<file path="config.mk">
export PLATFORM = sky130hd
export DESIGN_NAME = ultrasonic_ranger_flat
export DESIGN_NICKNAME = d
export VERILOG_FILES = /design/src/rtl/ultrasonic_ranger_if.sv /design/src/rtl/ultrasonic_ranger.sv /design/src/flat_wrapper.sv
export SDC_FILE = /design/constraint.sdc
export NUM_CORES = 1
export LEC_CHECK = 0
export ABC_AREA = 1
export CAP_MARGIN = 10
export CORE_MARGIN = 3
export CORE_UTILIZATION = 61
export DETAILED_ROUTE_END_ITERATION = 10
export HOLD_SLACK_MARGIN = 0.03
export PLACE_DENSITY_LB_ADDON = 0.2
export SKIP_LAST_GASP = 1
export SLEW_MARGIN = 15
export SYNTH_ARGS = -nofsm -noshare
export SYNTH_HDL_FRONTEND = slang
export SYNTH_SLANG_ARGS = --single-unit
</file>
<file path="constraint.sdc">
create_clock -name clk -period 1.9 [get_ports clk]
set_input_delay 0.38 -clock clk [delete_from_list [all_inputs] [get_ports clk]]
set_output_delay 0.38 -clock clk [all_outputs]
set_load 0.02 [all_outputs]
</file>
<file path="src/rtl/ultrasonic_ranger_if.sv">
// ultrasonic_ranger_if: enable control and range result bus between the ranger and its consumers.
interface ultrasonic_ranger_if #(parameter int CM_W = 16);
    logic            enable;
    logic [CM_W-1:0] distance_cm;
    logic            valid;
    logic            timeout;
    logic            out_of_range;
    logic            busy;
    modport master (output enable, input distance_cm, valid, timeout, out_of_range, busy);
    modport slave (input enable, output distance_cm, valid, timeout, out_of_range, busy);
endinterface

</file>
<file path="src/rtl/ultrasonic_ranger.sv">
// ultrasonic_ranger: HC-SR04 style periodic trigger and echo-width range finder.
// Define ULTRASONIC_AVG_EN to report a moving average of the last 4 accepted results.
module ultrasonic_ranger #(
    parameter int TRIG_CYCLES    = 500,
    parameter int PERIOD_CYCLES  = 5000000,
    parameter int CYCLES_PER_CM  = 2900,
    parameter int ECHO_TO_CYCLES = 1500000,
    parameter int MAX_CM         = 400,
    parameter int CM_W           = 16
) (
    input  logic               clk,
    input  logic               reset,
    input  logic               echo,
    output logic               trigger,
    ultrasonic_ranger_if.slave rng
);
    localparam int PC_W  = $clog2(PERIOD_CYCLES + 1);
    localparam int CNT_W = $clog2((TRIG_CYCLES > ECHO_TO_CYCLES ? TRIG_CYCLES : ECHO_TO_CYCLES) + 1);
    localparam int SUB_W = $clog2(CYCLES_PER_CM + 1);
    typedef enum logic [2:0] {IDLE, TRIG, WAIT_ECHO, MEASURE, DONE} state_t;
    state_t            state_q, state_d;
    logic [PC_W-1:0]   pc_q, pc_d;
    logic [CNT_W-1:0]  cnt_q, cnt_d;
    logic [SUB_W-1:0]  sub_q, sub_d;
    logic [CM_W-1:0]   cm_q, cm_d;
    logic [CM_W-1:0]   distance_q, distance_d;
    logic              valid_q, valid_d;
    logic              timeout_q, timeout_d;
    logic              oor_q, oor_d;
    logic              trigger_q, trigger_d;
    logic              busy_q, busy_d;
    logic              echo_m_q, echo_s_q, echo_dly_q;
    logic              rise, fall;
`ifdef ULTRASONIC_AVG_EN
    logic [CM_W-1:0]   hist_q [4];
    logic [CM_W-1:0]   hist_d [4];
    logic              have_q, have_d;
    logic [CM_W+1:0]   sum;
`endif
    assign rise = echo_s_q & ~echo_dly_q;
    assign fall = ~echo_s_q & echo_dly_q;
    always_comb begin
        state_d    = state_q;
        cnt_d      = cnt_q;
        sub_d      = sub_q;
        cm_d       = cm_q;
        distance_d = distance_q;
        oor_d      = oor_q;
        valid_d    = 1'b0;
        timeout_d  = 1'b0;
        pc_d       = (!rng.enable || pc_q == PC_W'(PERIOD_CYCLES - 1)) ? '0 : pc_q + PC_W'(1);
`ifdef ULTRASONIC_AVG_EN
        hist_d     = hist_q;
        have_d     = have_q;
        sum        = '0;
`endif
        if (!rng.enable) begin
            state_d = IDLE;
        end else begin
            case (state_q)
                IDLE: if (pc_q == '0) begin
                    state_d = TRIG;
                    cnt_d   = '0;
                end
                TRIG: if (cnt_q == CNT_W'(TRIG_CYCLES - 1)) begin
                    state_d = WAIT_ECHO;
                    cnt_d   = '0;
                end else begin
                    cnt_d = cnt_q + CNT_W'(1);
                end
                WAIT_ECHO: if (rise) begin
                    state_d = MEASURE;
                    sub_d   = '0;
                    cm_d    = '0;
                end else if (cnt_q == CNT_W'(ECHO_TO_CYCLES - 1)) begin
                    state_d   = IDLE;
                    timeout_d = 1'b1;
                end else begin
                    cnt_d = cnt_q + CNT_W'(1);
                end
                MEASURE: begin
                    // The delayed copy is high for exactly the echo-high cycles, rise cycle included.
                    if (echo_dly_q) begin
                        sub_d = (sub_q == SUB_W'(CYCLES_PER_CM - 1)) ? '0 : sub_q + SUB_W'(1);
                        cm_d  = (sub_q == SUB_W'(CYCLES_PER_CM - 1) && cm_q != CM_W'(MAX_CM)) ? cm_q + CM_W'(1) : cm_q;
                    end
                    if (fall) state_d = DONE;
                end
                DONE: begin
                    state_d = IDLE;
                    valid_d = 1'b1;
                    oor_d   = (cm_q == CM_W'(MAX_CM));
`ifdef ULTRASONIC_AVG_EN
                    sum        = have_q ? {2'b00, cm_q} + {2'b00, hist_q[0]} + {2'b00, hist_q[1]} + {2'b00, hist_q[2]}
                                        : {cm_q, 2'b00};
                    hist_d     = have_q ? '{cm_q, hist_q[0], hist_q[1], hist_q[2]} : '{cm_q, cm_q, cm_q, cm_q};
                    have_d     = 1'b1;
                    distance_d = sum[CM_W+1:2];
`else
                    distance_d = cm_q;
`endif
                end
                default: state_d = IDLE;
            endcase
        end
        trigger_d = (state_d == TRIG);
        busy_d    = (state_d != IDLE);
    end
    always_ff @(posedge clk) begin
        if (reset) begin
            state_q    <= IDLE;
            pc_q       <= '0;
            cnt_q      <= '0;
            sub_q      <= '0;
            cm_q       <= '0;
            distance_q <= '0;
            valid_q    <= 1'b0;
            timeout_q  <= 1'b0;
            oor_q      <= 1'b0;
            trigger_q  <= 1'b0;
            busy_q     <= 1'b0;
            echo_m_q   <= 1'b0;
            echo_s_q   <= 1'b0;
            echo_dly_q <= 1'b0;
`ifdef ULTRASONIC_AVG_EN
            hist_q     <= '{default: '0};
            have_q     <= 1'b0;
`endif
        end else begin
            state_q    <= state_d;
            pc_q       <= pc_d;
            cnt_q      <= cnt_d;
            sub_q      <= sub_d;
            cm_q       <= cm_d;
            distance_q <= distance_d;
            valid_q    <= valid_d;
            timeout_q  <= timeout_d;
            oor_q      <= oor_d;
            trigger_q  <= trigger_d;
            busy_q     <= busy_d;
            echo_m_q   <= echo;
            echo_s_q   <= echo_m_q;
            echo_dly_q <= echo_s_q;
`ifdef ULTRASONIC_AVG_EN
            hist_q     <= hist_d;
            have_q     <= have_d;
`endif
        end
    end
    assign trigger          = trigger_q;
    assign rng.distance_cm  = distance_q;
    assign rng.valid        = valid_q;
    assign rng.timeout      = timeout_q;
    assign rng.out_of_range = oor_q;
    assign rng.busy         = busy_q;
endmodule

</file>
<file path="src/flat_wrapper.sv">
// flat-port wrapper written by rule: the top's interface ports become plain ports
module ultrasonic_ranger_flat 
#(
    parameter int TRIG_CYCLES    = 500,
    parameter int PERIOD_CYCLES  = 5000000,
    parameter int CYCLES_PER_CM  = 2900,
    parameter int ECHO_TO_CYCLES = 1500000,
    parameter int MAX_CM         = 400,
    parameter int CM_W           = 16
)
  (clk, reset, echo, trigger, rng_enable, rng_distance_cm, rng_valid, rng_timeout, rng_out_of_range, rng_busy);
  ultrasonic_ranger_if #(.CM_W(CM_W)) rng_i ();
  input  logic clk;
  input  logic reset;
  input  logic echo;
  output logic trigger;
  input wire logic [$bits(rng_i.enable)-1:0] rng_enable;
  output wire logic [$bits(rng_i.distance_cm)-1:0] rng_distance_cm;
  output wire logic [$bits(rng_i.valid)-1:0] rng_valid;
  output wire logic [$bits(rng_i.timeout)-1:0] rng_timeout;
  output wire logic [$bits(rng_i.out_of_range)-1:0] rng_out_of_range;
  output wire logic [$bits(rng_i.busy)-1:0] rng_busy;
  assign rng_i.enable = rng_enable;
  assign rng_distance_cm = rng_i.distance_cm;
  assign rng_valid = rng_i.valid;
  assign rng_timeout = rng_i.timeout;
  assign rng_out_of_range = rng_i.out_of_range;
  assign rng_busy = rng_i.busy;
  ultrasonic_ranger #(.TRIG_CYCLES(TRIG_CYCLES), .PERIOD_CYCLES(PERIOD_CYCLES), .CYCLES_PER_CM(CYCLES_PER_CM), .ECHO_TO_CYCLES(ECHO_TO_CYCLES), .MAX_CM(MAX_CM), .CM_W(CM_W)) u_core (.clk(clk), .reset(reset), .echo(echo), .trigger(trigger), .rng(rng_i));
endmodule
</file>
==> results.yml, run 1 <==
outcome:
  run_status: "finished clean"
power_and_ir_drop:
  power_leakage_nw: 2.42
  power_switching_share: 0.251
  clkPwrFrac: 0.382
  power.total_mw: 3.74
  power.density_nw_per_um2: 580
  p_switching_mw: 0.938
  cell_internal_pwr_mw: 2.81
  combinationalPowerShare: 0.057
  ir_worst_vdd_mv: 0.427
  power.sequential.fraction: 0.561
sta:
  worst_slew_pin_slew_ns: 0.413
  fin_crit_sh: 0.971
  fin_worst_hold_slack_ns: 0.429
  finalWorstPathRequiredPeriod_ns: 1.84
  setup_viol_count_final: 0
  max_freq_mhz: 542
  totalNegativeSetupSlack_ns: 0
  slew_viol_final: 0
  report.final.hold_viol_count: 0
  slew_headroom: 0.723
  fin_skew_ns: 0.00780
  rsz0062_at_grt: "true"
cts:
  cts_buffers: 9
  root_buffer: "sky130_fd_sc_hd__clkbuf_8"
  clk-insertion-delay-late_ns: 0.37
  htree_num_levels: 3
  tritoncts_num_sinks: 99
  max-clock-path-buffers: 2
  tritoncts: "yes"
  cts_setup_buffers: 0
  worst_setup_hold_path_clk_slew_ns: 0.10
route:
  drt_pre_antenna_iters: 8
  detail_route.vias_per_cell: 5.53
  drt.antenna.violating_nets: 0
  route.vias.total: 5755
  routedWlPerCell_um: 13.6
  drc: 0
  drtIter0Drc: 273
  route.final.wire_length_um: 14100
placement:
  place.detailed.hpwl_um: 10600
  placement.io_buffers: 24
  gp_congestion: 0.958
flow_run:
  drv_cap: 0
finish:
  layout-area-overhead-vs-synth_pct: 15.1
  layout.cells.most_common: "sky130_fd_sc_hd__nand2_1"
  fin_util: 0.733
  share_of_final_layout_standard_cells_stronger_than_drive_strength_1: 0.102
  filler_cells_inserted: 735
  diodes: 0
  final_nets: 937
  mostFrequentLayoutCells: "223 x sky130_fd_sc_hd__nand2_1, 137 x sky130_fd_sc_hd__nor2_1, 97 x sky130_fd_sc_hd__inv_1"
setup_path:
  worst_setup_path_end_kind: "flop"
  critical_path_class: "reg2reg"
  timing.critical_path.required_ns: 2.17
  startpoint_type: "flop"
  crit_fanout: 6
  cp_data_arrival_time_ns: 2.11
logic_synthesis:
  synthesis.nets: 884
  synth_warnings: 0
  post_synth_instance_area_um2: 5610
  syn_inst: 874
  synth_seq_area_share: 0.354
  synth_compound_area_frac: 0.115
  netlist-cell-type-count: 41
  syn_avg_cell_area_um2: 6.41
  synth-simple-area-share: 0.386
  post_synth_mux_area_share: 0
  synth-adder-area-share: 0.0134
  synth_top_family_by_area: "simple AND/OR/NAND/NOR gates"
  yosys_register_bits: 99
  post_synth_xor_area_fraction: 0.0359
global_routing:
  antenna_found_initial: 0
  grt-ovfl-total: 0
  grt_pass1_wl_um: 23300
  grt_start_max_net_pins: 32
  grt_pass1_vias: 5206
  grt.total_usage: 0.275
floorplanning:
  placement_rows: 34
  die-area_um2: 10400
  die_w_um: 102
  floorplan.io_pins: 25
  floorplan.initialDensity: 0.637
  core-area_um2: 8810
  die_h_um: 102
min_path:
  hold_path_class: "reg2reg"
sequential cells by signal (all words and copies together), names as in the netlist:
register                 count
u_core.echo_s_q              1
u_core.cnt_q                21
u_core.rng.busy              1
u_core.echo_dly_q            1
u_core.rng.timeout           1
u_core.rng.out_of_range      1
u_core.echo_m_q              1
u_core.rng.distance_cm      16
u_core.state_q               3
u_core.sub_q                12
u_core.cm_q                 16
u_core.trigger               1
u_core.pc_q                 23
u_core.rng.valid             1
worst max-delay path, stage by stage, from the launching register on:
cell                      delay (ns)
sky130_fd_sc_hd__dfxtp_2        0.38
sky130_fd_sc_hd__ha_2           0.21
sky130_fd_sc_hd__nand2_1        0.08
sky130_fd_sc_hd__nor2_2         0.12
sky130_fd_sc_hd__inv_1          0.11
sky130_fd_sc_hd__nor2_4         0.14
sky130_fd_sc_hd__inv_1          0.11
sky130_fd_sc_hd__o31ai_4        0.35
sky130_fd_sc_hd__buf_6          0.19
sky130_fd_sc_hd__nor2_1         0.05
routing by layer:
layer | up-vias | global-route usage | routed length [um]
li1 | 2913 | - | -
met2 | 201 | 0.462 | 6850
met1 | 2595 | 0.348 | 5910
met5 | - | 0 | 0
met3 | 46 | 0.0444 | 891
met4 | 0 | 0.121 | 457
Yosys cell counts (all sizes together):
master	instances	share of area
nor3b	4	0.0054
buf	11	0.018
ha	6	0.013
a31oi	1	0.0011
clkbuf	13	0.0089
nor3	30	0.028
xor2	22	0.034
nand3	57	0.054
a21oi	77	0.071
nand3b	4	0.0054
xnor2	1	0.0016
a22oi	1	0.0013
dfxtp	99	0.35
o21ai	33	0.029
or2	6	0.0067
nor2	145	0.10
a211oi	3	0.0040
nand2	228	0.16
nor4	3	0.0033
inv	104	0.070
and2	1	0.0011
o211ai	1	0.0013
o21bai	1	0.0013
o31ai	2	0.0051
nand4	21	0.023
cells by family after synthesis:
| family | Yosys count |
|---|---|
| compound gates | 119 |
| fa+ha+maj | 6 |
| flops | 99 |
| xor+xnor | 23 |
| buf+inv | 128 |
| simple gates | 499 |
worst paths after layout:
kind	startpoint	endpoint	slack (ns)	cells past startpoint
worst max register to register	u_core.pc_q[0]	u_core.pc_q[16]	0.06	9
worst min register to register	u_core.echo_m_q	u_core.echo_s_q	0.43	2
worst max-delay path	u_core.pc_q[0]	u_core.pc_q[16]	0.06	9
worst min-delay path	u_core.echo_m_q	u_core.echo_s_q	0.43	2
per-stage QoR:
stage	cell area, um2	cells	setup slack (ns)
after floorplan	5610	874	0.208
after global placement	6170	1022	-0.122
after detailed placement	6170	1022	-0.178
after CTS	6380	1038	-0.0000786
after global routing	6450	1040	-0.0895
final	6450	1040	0.0550
area by class of cell:
class	instances	area, um2	area share
timing repair buffer	66	608	0.0943
inverter	104	393	0.0609
clock buffer	9	124	0.0192
tap	108	135	0.0209
clock inverter	7	83.8	0.0130
sequential	99	1990	0.308
multi-input combinational	647	3120	0.484
power groups by stage:
stage	registers, mW	logic [mW]	clock network [mW]
after floorplan	2.15	0.120	0
after global placement	2.15	0.196	0
after detailed placement	2.15	0.199	0
after CTS	2.10	0.200	1.46
after global routing	2.10	0.233	1.51
final	2.10	0.214	1.43
timing repair:
item                       in CTS  in global routing
setup endpoints to repair       1                 45
cloned                          0                  2
pin swaps                       0                  3
hold buffers                    0                  0
hold endpoints to repair        0                  0
resized for setup               0                 19
Note: power is estimated with default switching activity, not from simulation.
==> inputs of run 2 (changes only) <==
CAP_MARGIN = not set   (was 10)
==> results of run 2 <==
No change in the layout: final DEF, timing and power equal those of run 1.
